## src/rtl/fir_tap_sequencer.sv

```systemverilog
// FIR tap sequencer: streams (sample, coefficient) operand pairs to a downstream MAC.
// Define FIR_TAP_SEQUENCER_COEF_RD_EN to add a registered coefficient read port.
module fir_tap_sequencer #(
    parameter int TAPS = 8,
    localparam int AW = (TAPS > 1) ? $clog2(TAPS) : 1
) (
    input  logic                 clk_i,
    input  logic                 rst_ni,
    input  logic                 s_valid_i,
    input  logic signed [23:0]   s_data_i,
    output logic                 s_ready_o,
    input  logic                 coef_we_i,
    input  logic [AW-1:0]        coef_addr_i,
    input  logic signed [17:0]   coef_data_i,
`ifdef FIR_TAP_SEQUENCER_COEF_RD_EN
    input  logic [AW-1:0]        coef_rd_addr_i,
    output logic signed [17:0]   coef_rd_data_o,
`endif
    output logic signed [23:0]   a_o,
    output logic signed [17:0]   b_o,
    output logic                 clear_o,
    output logic                 res_valid_o
);

    typedef enum logic [1:0] {IDLE, RUN, DRAIN} state_e;

    localparam logic [AW-1:0] LAST   = AW'(TAPS - 1);
    localparam logic [AW:0]   TAPS_W = (AW + 1)'(TAPS);

    state_e               state_q, state_d;
    logic [AW-1:0]        k_q, k_d;
    logic [AW-1:0]        rd_ptr_q, rd_ptr_d;
    logic [AW-1:0]        wr_ptr_q, wr_ptr_d;
    logic                 drain_q, drain_d;
    logic                 clr_q, clr_d;
    logic signed [23:0]   dline_q [TAPS];
    logic signed [23:0]   dline_d [TAPS];
    logic signed [17:0]   coef_q [TAPS];
    logic signed [17:0]   coef_d [TAPS];
    logic                 ready;
    logic                 accept;
    logic                 coef_ok;
    logic                 in_run;

    always_comb begin
        state_d  = state_q;
        k_d      = k_q;
        rd_ptr_d = rd_ptr_q;
        wr_ptr_d = wr_ptr_q;
        drain_d  = drain_q;
        dline_d  = dline_q;
        coef_d   = coef_q;
        ready    = (state_q == IDLE) || (state_q == DRAIN && drain_q);
        accept   = ready && s_valid_i;
        coef_ok  = ready && coef_we_i && ({1'b0, coef_addr_i} < TAPS_W);
        // clear lands on the accumulate stage one cycle behind k=0
        clr_d    = (state_q == RUN) && (k_q == '0);

        if (coef_ok) begin
            coef_d[coef_addr_i] = coef_data_i;
        end

        case (state_q)
            IDLE: state_d = IDLE;
            RUN: begin
                if (k_q == LAST) begin
                    state_d = DRAIN;
                    drain_d = 1'b0;
                end else begin
                    k_d      = k_q + 1'b1;
                    rd_ptr_d = (rd_ptr_q == '0) ? LAST : rd_ptr_q - 1'b1;
                end
            end
            DRAIN: begin
                if (!drain_q) begin
                    drain_d = 1'b1;
                end else begin
                    state_d = IDLE;
                end
            end
            default: state_d = IDLE;
        endcase

        if (accept) begin
            dline_d[wr_ptr_q] = s_data_i;
            rd_ptr_d          = wr_ptr_q;
            wr_ptr_d          = (wr_ptr_q == LAST) ? '0 : wr_ptr_q + 1'b1;
            k_d               = '0;
            state_d           = RUN;
        end
    end

    always_ff @(posedge clk_i) begin
        if (!rst_ni) begin
            state_q  <= IDLE;
            k_q      <= '0;
            rd_ptr_q <= '0;
            wr_ptr_q <= '0;
            drain_q  <= 1'b0;
            clr_q    <= 1'b0;
            for (int i = 0; i < TAPS; i++) begin
                dline_q[i] <= '0;
                coef_q[i]  <= '0;
            end
        end else begin
            state_q  <= state_d;
            k_q      <= k_d;
            rd_ptr_q <= rd_ptr_d;
            wr_ptr_q <= wr_ptr_d;
            drain_q  <= drain_d;
            clr_q    <= clr_d;
            dline_q  <= dline_d;
            coef_q   <= coef_d;
        end
    end

    // outputs are gated so they read 0 for the whole time reset is held
    assign in_run      = rst_ni && (state_q == RUN);
    assign a_o         = in_run ? dline_q[rd_ptr_q] : '0;
    assign b_o         = in_run ? coef_q[k_q] : '0;
    assign clear_o     = rst_ni && clr_q;
    assign res_valid_o = rst_ni && (state_q == DRAIN) && drain_q;
    assign s_ready_o   = rst_ni && ready;

`ifdef FIR_TAP_SEQUENCER_COEF_RD_EN
    logic signed [17:0] coef_rd_q, coef_rd_d;

    always_comb begin
        coef_rd_d = '0;
        if ({1'b0, coef_rd_addr_i} < TAPS_W) begin
            coef_rd_d = coef_q[coef_rd_addr_i];
        end
    end

    always_ff @(posedge clk_i) begin
        if (!rst_ni) begin
            coef_rd_q <= '0;
        end else begin
            coef_rd_q <= coef_rd_d;
        end
    end

    assign coef_rd_data_o = rst_ni ? coef_rd_q : '0;
`endif

endmodule
```

## config.mk

```make
export PLATFORM = sky130hd
export DESIGN_NAME = fir_tap_sequencer
export DESIGN_NICKNAME = d
export VERILOG_FILES = /design/src/rtl/fir_tap_sequencer.sv
export SDC_FILE = /design/constraint.sdc
export NUM_CORES = 1
export LEC_CHECK = 0
export BUFFER_PORTS_ARGS = -buffer_cell sky130_fd_sc_hd__buf_2
export CORE_ASPECT_RATIO = 1.5
export CORE_MARGIN = 4
export CORE_UTILIZATION = 50
export DETAILED_ROUTE_END_ITERATION = 16
export PLACE_DENSITY_LB_ADDON = 0.1
export SLEW_MARGIN = 10
export SYNTH_ARGS = -nofsm -noshare
export SYNTH_HDL_FRONTEND = slang
export SYNTH_SLANG_ARGS = --single-unit
```

## constraint.sdc

```tcl
create_clock -name clk_i -period 2.84 [get_ports clk_i]
set_input_delay 0.71 -clock clk_i [delete_from_list [all_inputs] [get_ports clk_i]]
set_output_delay 0.71 -clock clk_i [all_outputs]
set_load 0.01 [all_outputs]
```

==> reports/summary.md <==
The run finished with clean final reports. In the synthesized netlist the dominant register cell turns out to be dfxtp_1. Across every metal layer, demand over resource in global routing totals 22.2%.

The run gives 349 as the TritonCTS sink count. The logs give 10.7 mW for the total power and 0 for the total setup violations reported at the end of the flow. The detailed router placed 11,714 vias in this run. The number of buffer and inverter stages on the critical path came out at 3.

The clock transition at the registers of the reported paths is 60 ps, and the total length of routed wires is 39,600 um. The residual overflow from global routing was 0; the maximum fanout count along the critical path was 22. After the flow finishes, the layout carries non-filler instances totaling 2,113. The worst register-to-register path has a depth of 6.

Detailed routing placed a total of 1220 um of wire on met3. In this run the cell area of the synthesized design comes to 15,800 um2. The leakage power of the design is 7.67 nW, and the core footprint is 31,100 um2. The tools report the count of pins on the block boundary as 94. The critical path is of the reg -> out type. For this run, the top clock speed supported by timing is 0.361 GHz. The tools report the nature of the critical path startpoint as a flop. The number of nets in the synthesized netlist is 1,685.

Signal routing reaches up to met5. The first global-routing pass estimated 63,300 um of wire. For hold timing, the worst endpoint is coef_q[0]$_SDFFE_PN0P_. The worst hold path cell count is 2. Dividing the detail-routed via count by the number of cells gives 5.54.

The depth of the CTS H-tree was 2; the chip width was 153 um. For the hold violation count in the final report, the log shows 0. Before antenna repair, the detailed router went through 5 iterations. The signal on the critical path passes through buf_4 > clkbuf_16 > mux2_2 > o21ai_0 > nor3_1 > buf_2. Dividing total power by cell area gives a power density of 596 nW/um2. The worst hold path belongs to the class reg -> reg. Entering global routing, the biggest net connects 145 pins.

The type of element capturing the critical path is a primary output. Later-pin clock latency in the skew report: 520 ps. In this run the critical register-to-register path is launched from k_q[1]$_SDFFE_PP0P_. At the pin with the least slew margin, the transition time is 649 ps. The worst register-to-register path ends at rd_ptr_q[2]$_SDFFE_PN0P_. The minimum clock period is 2770 ps, and the final number of max-transition violations is 0. The detail-routed net length per standard cell came out at 18.7 um.

The final sum of negative setup slack is 0 ps, and the required time reported for the critical path endpoint is 2130 ps. The count of antenna diodes in the layout is 0, and the amount of wire on met2 after detailed routing is 20,000 um. The die outline height is 226 um, and the fraction of the cycle the final worst path needs is 97.6%. The initial antenna violation count was 2; the post-synthesis cell count was 1,629. The first routing iteration left 698 violations.

For the number of buffers inserted during clock tree synthesis, the log shows 35. The post-synthesis sequential element count works out to 349. The clock passes through at most 3 buffers.

Before CTS, the worst setup slack after placement is 301 ps. Of the cells placed in the final design, the portion with a size suffix greater than 1 is 20.7%. Yosys printed 0 warnings. Worst setup slack for register-to-register paths: 740 ps. TritonCTS built the clock tree.

Cell at the slowest stage of the critical path: dfxtp_4. In the final routing, the length of wire on met1 measures 17,300 um. Setup clock skew after layout: 11.6 ps. After detailed routing, the number of remaining DRC violations is 0. In this run the clock root is driven by a clkbuf_16. Setup repair after global routing left no endpoint under its margin. The start point of the worst hold path was coef_q[0]$_SDFFE_PN0P_. The tools report the starting utilization of the core area as 50.7%. The share of synthesized flip-flops with an asynchronous set or reset is 0%. For the worst setup path, the data arrival time is 2060 ps.

Grouping stages by cell kind, the critical path spends the most delay in buffers and inverters. The leading area contributor after synthesis was dfxtp_1. At the end of the flow, the number of nets in the layout was 1,744.

Once detail routing completed, the nets flagged for antenna violations numbered 0. The maximum ir drop on the vdd rail came out at 572 uV. In this run the biggest area consumer among cell types represents 44.2% of the synthesized area.

The congestion estimate from routability-driven global placement came to 0.767. The number of distinct library cells after synthesis is 45, and the number of flops mapped to enable cells by yosys is 0. Sequential elements use 44.2% of the synthesized area.

In the post-synthesis netlist, the biggest area contributors are dfxtp_1, mux2i_1, nand2_1, mux2_2, a211oi_1. Counting tap cells, the placed design contains a total of 2,049 instances. Die area: 34,600 um2. The maximum cell stage delay along the critical path is 450 ps. Compared with the post-synthesis result, the final layout area differs by 14.2%. Across all setup checks in the final design, the least slack found is 66.9 ps. The number of global-route vias before repair was 11,675; the post-synthesis area per instance was 9.70 um2. For the total number of placement rows, the log shows 79. Headroom to the max-slew limit came out at 56.8%. Port buffering added 93 buffers. After legalization and detailed placement, the total HPWL measured 23,800 um.

The tool flagged a number of max-cap violations equal to 0.
==> tightest hold or removal path, stage by stage, from the launching register on <==
cell	delay [ps]
dfxtp_1	300
nand2_1	50
mux2i_1	50
==> logic make-up after synthesis <==
logic type / after synthesis / share of synthesized area (%)
xor gates and xnor gates: 1 / 0.0554
adders and majority gates: 7 / 0.554
DFF: 349 / 44.2
AOI/OAI and AO/OA: 144 / 5.63
and+or+nand+nor: 529 / 15.0
muxes: 464 / 30.4
buffers and inverters: 135 / 4.17
==> worst max path at each step <==
stage	from	to	slack [ps]	depth (start not counted)
finish	rd_ptr_q[1]$_SDFFE_PN0P_	a_o[10]	70	6
global route	rd_ptr_q[1]$_SDFFE_PN0P_	a_o[11]	5	6
CTS	state_q[0]$_SDFFE_PN0P_	a_o[18]	3	5
detailed placement	rst_ni	a_o[18]	300	6
global placement	rst_ni	a_o[17]	350	6
floorplan	rst_ni	a_o[0]	330	6
==> power breakdown <==
part,internal (mW),switching (mW)
combinational,0.385,0.596
sequential,4.99,0.0635
clock,2.81,1.90
total,8.18,2.56
==> cell usage after synthesis (all sizes together) (3+ instances only) <==
| library cell | n |
|---|---|
| nor2b | 5 |
| mux2i | 338 |
| nand2 | 382 |
| inv | 4 |
| a21oi | 5 |
| and3b | 3 |
| nor3 | 47 |
| nor2 | 9 |
| clkinv | 3 |
| o22ai | 42 |
| o211ai | 3 |
| ha | 7 |
| and2 | 43 |
| clkbuf | 76 |
| nand3 | 8 |
| nand4b | 3 |
| dfxtp | 349 |
| a211oi | 42 |
| a31oi | 3 |
| o21ai | 49 |
| nand2b | 7 |
| mux2 | 126 |
| buf | 52 |
| nand3b | 4 |
| nor3b | 5 |
==> state kept, by name, summed over array words and instances, names as in the netlist <==
signal    flops
clr_q         1
coef_q      144
dline_q     192
drain_q       1
k_q           3
rd_ptr_q      3
state_q       2
wr_ptr_q      3
==> placed cells by master (no fill, tap or decap), types with 3 or more instances in the layout <==
master / netlist / final
clkbuf_16: 0 / 41
a211oi_1: 42 / 41
nand2_1: 382 / 382
buf_12: 0 / 9
dfxtp_1: 349 / 346
mux2_2: 126 / 126
and2_1: 43 / 43
a31oi_1: 3 / 3
mux2i_1: 338 / 338
o211ai_1: 3 / 3
clkbuf_8: 0 / 8
nand2b_1: 6 / 5
nor2_1: 9 / 9
nor3_1: 45 / 42
a21oi_1: 5 / 5
nor2b_1: 5 / 4
inv_1: 4 / 4
clkbuf_1: 76 / 7
o21ai_0: 49 / 49
nor3b_1: 4 / 4
nand4b_1: 3 / 3
o22ai_1: 42 / 39
buf_4: 11 / 42
o22ai_2: 0 / 3
nor3_2: 0 / 3
nand3b_1: 4 / 4
buf_2: 29 / 92
nand3_1: 8 / 6
ha_1: 7 / 7
==> per-stage QoR <==
step / area [um2] / hold slack (ps) / util, %
3_3_place_gp: 16700 / 438 / 53.6
2_1_floorplan: 15800 / 430 / -
4_1_cts: 17900 / 455 / 57.4
5_1_grt: 18000 / 469 / 57.9
3_5_place_dp: 16700 / 446 / 53.6
6_report: 18000 / 452 / 57.9
==> area by class of cell <==
type	count	area, um2
Clock buffer	53	1090
Sequential cell	349	7000
Fill cell	2836	13100
Timing Repair Buffer	150	1110
Inverter	7	30.0
Tap cell	405	507
Multi-Input combinational cell	1145	8230
Clock inverter	4	70.1
==> per-layer routing <==
metal | global-route usage, % | vias up
met1 | 27.9 | 5700
met2 | 39.7 | 185
met4 | 6.61 | 2
met3 | 3.09 | 74
li1 | - | 5753
met5 | 0 | -
==> timing repair <==
action	4_1_cts	5_1_grt
resized for setup	6	7
buffers inserted	0	4
endpoints found under the setup margin	33	33
hold buffers	0	0
cloned	0	3
Note: power is estimated with default switching activity, not from simulation.
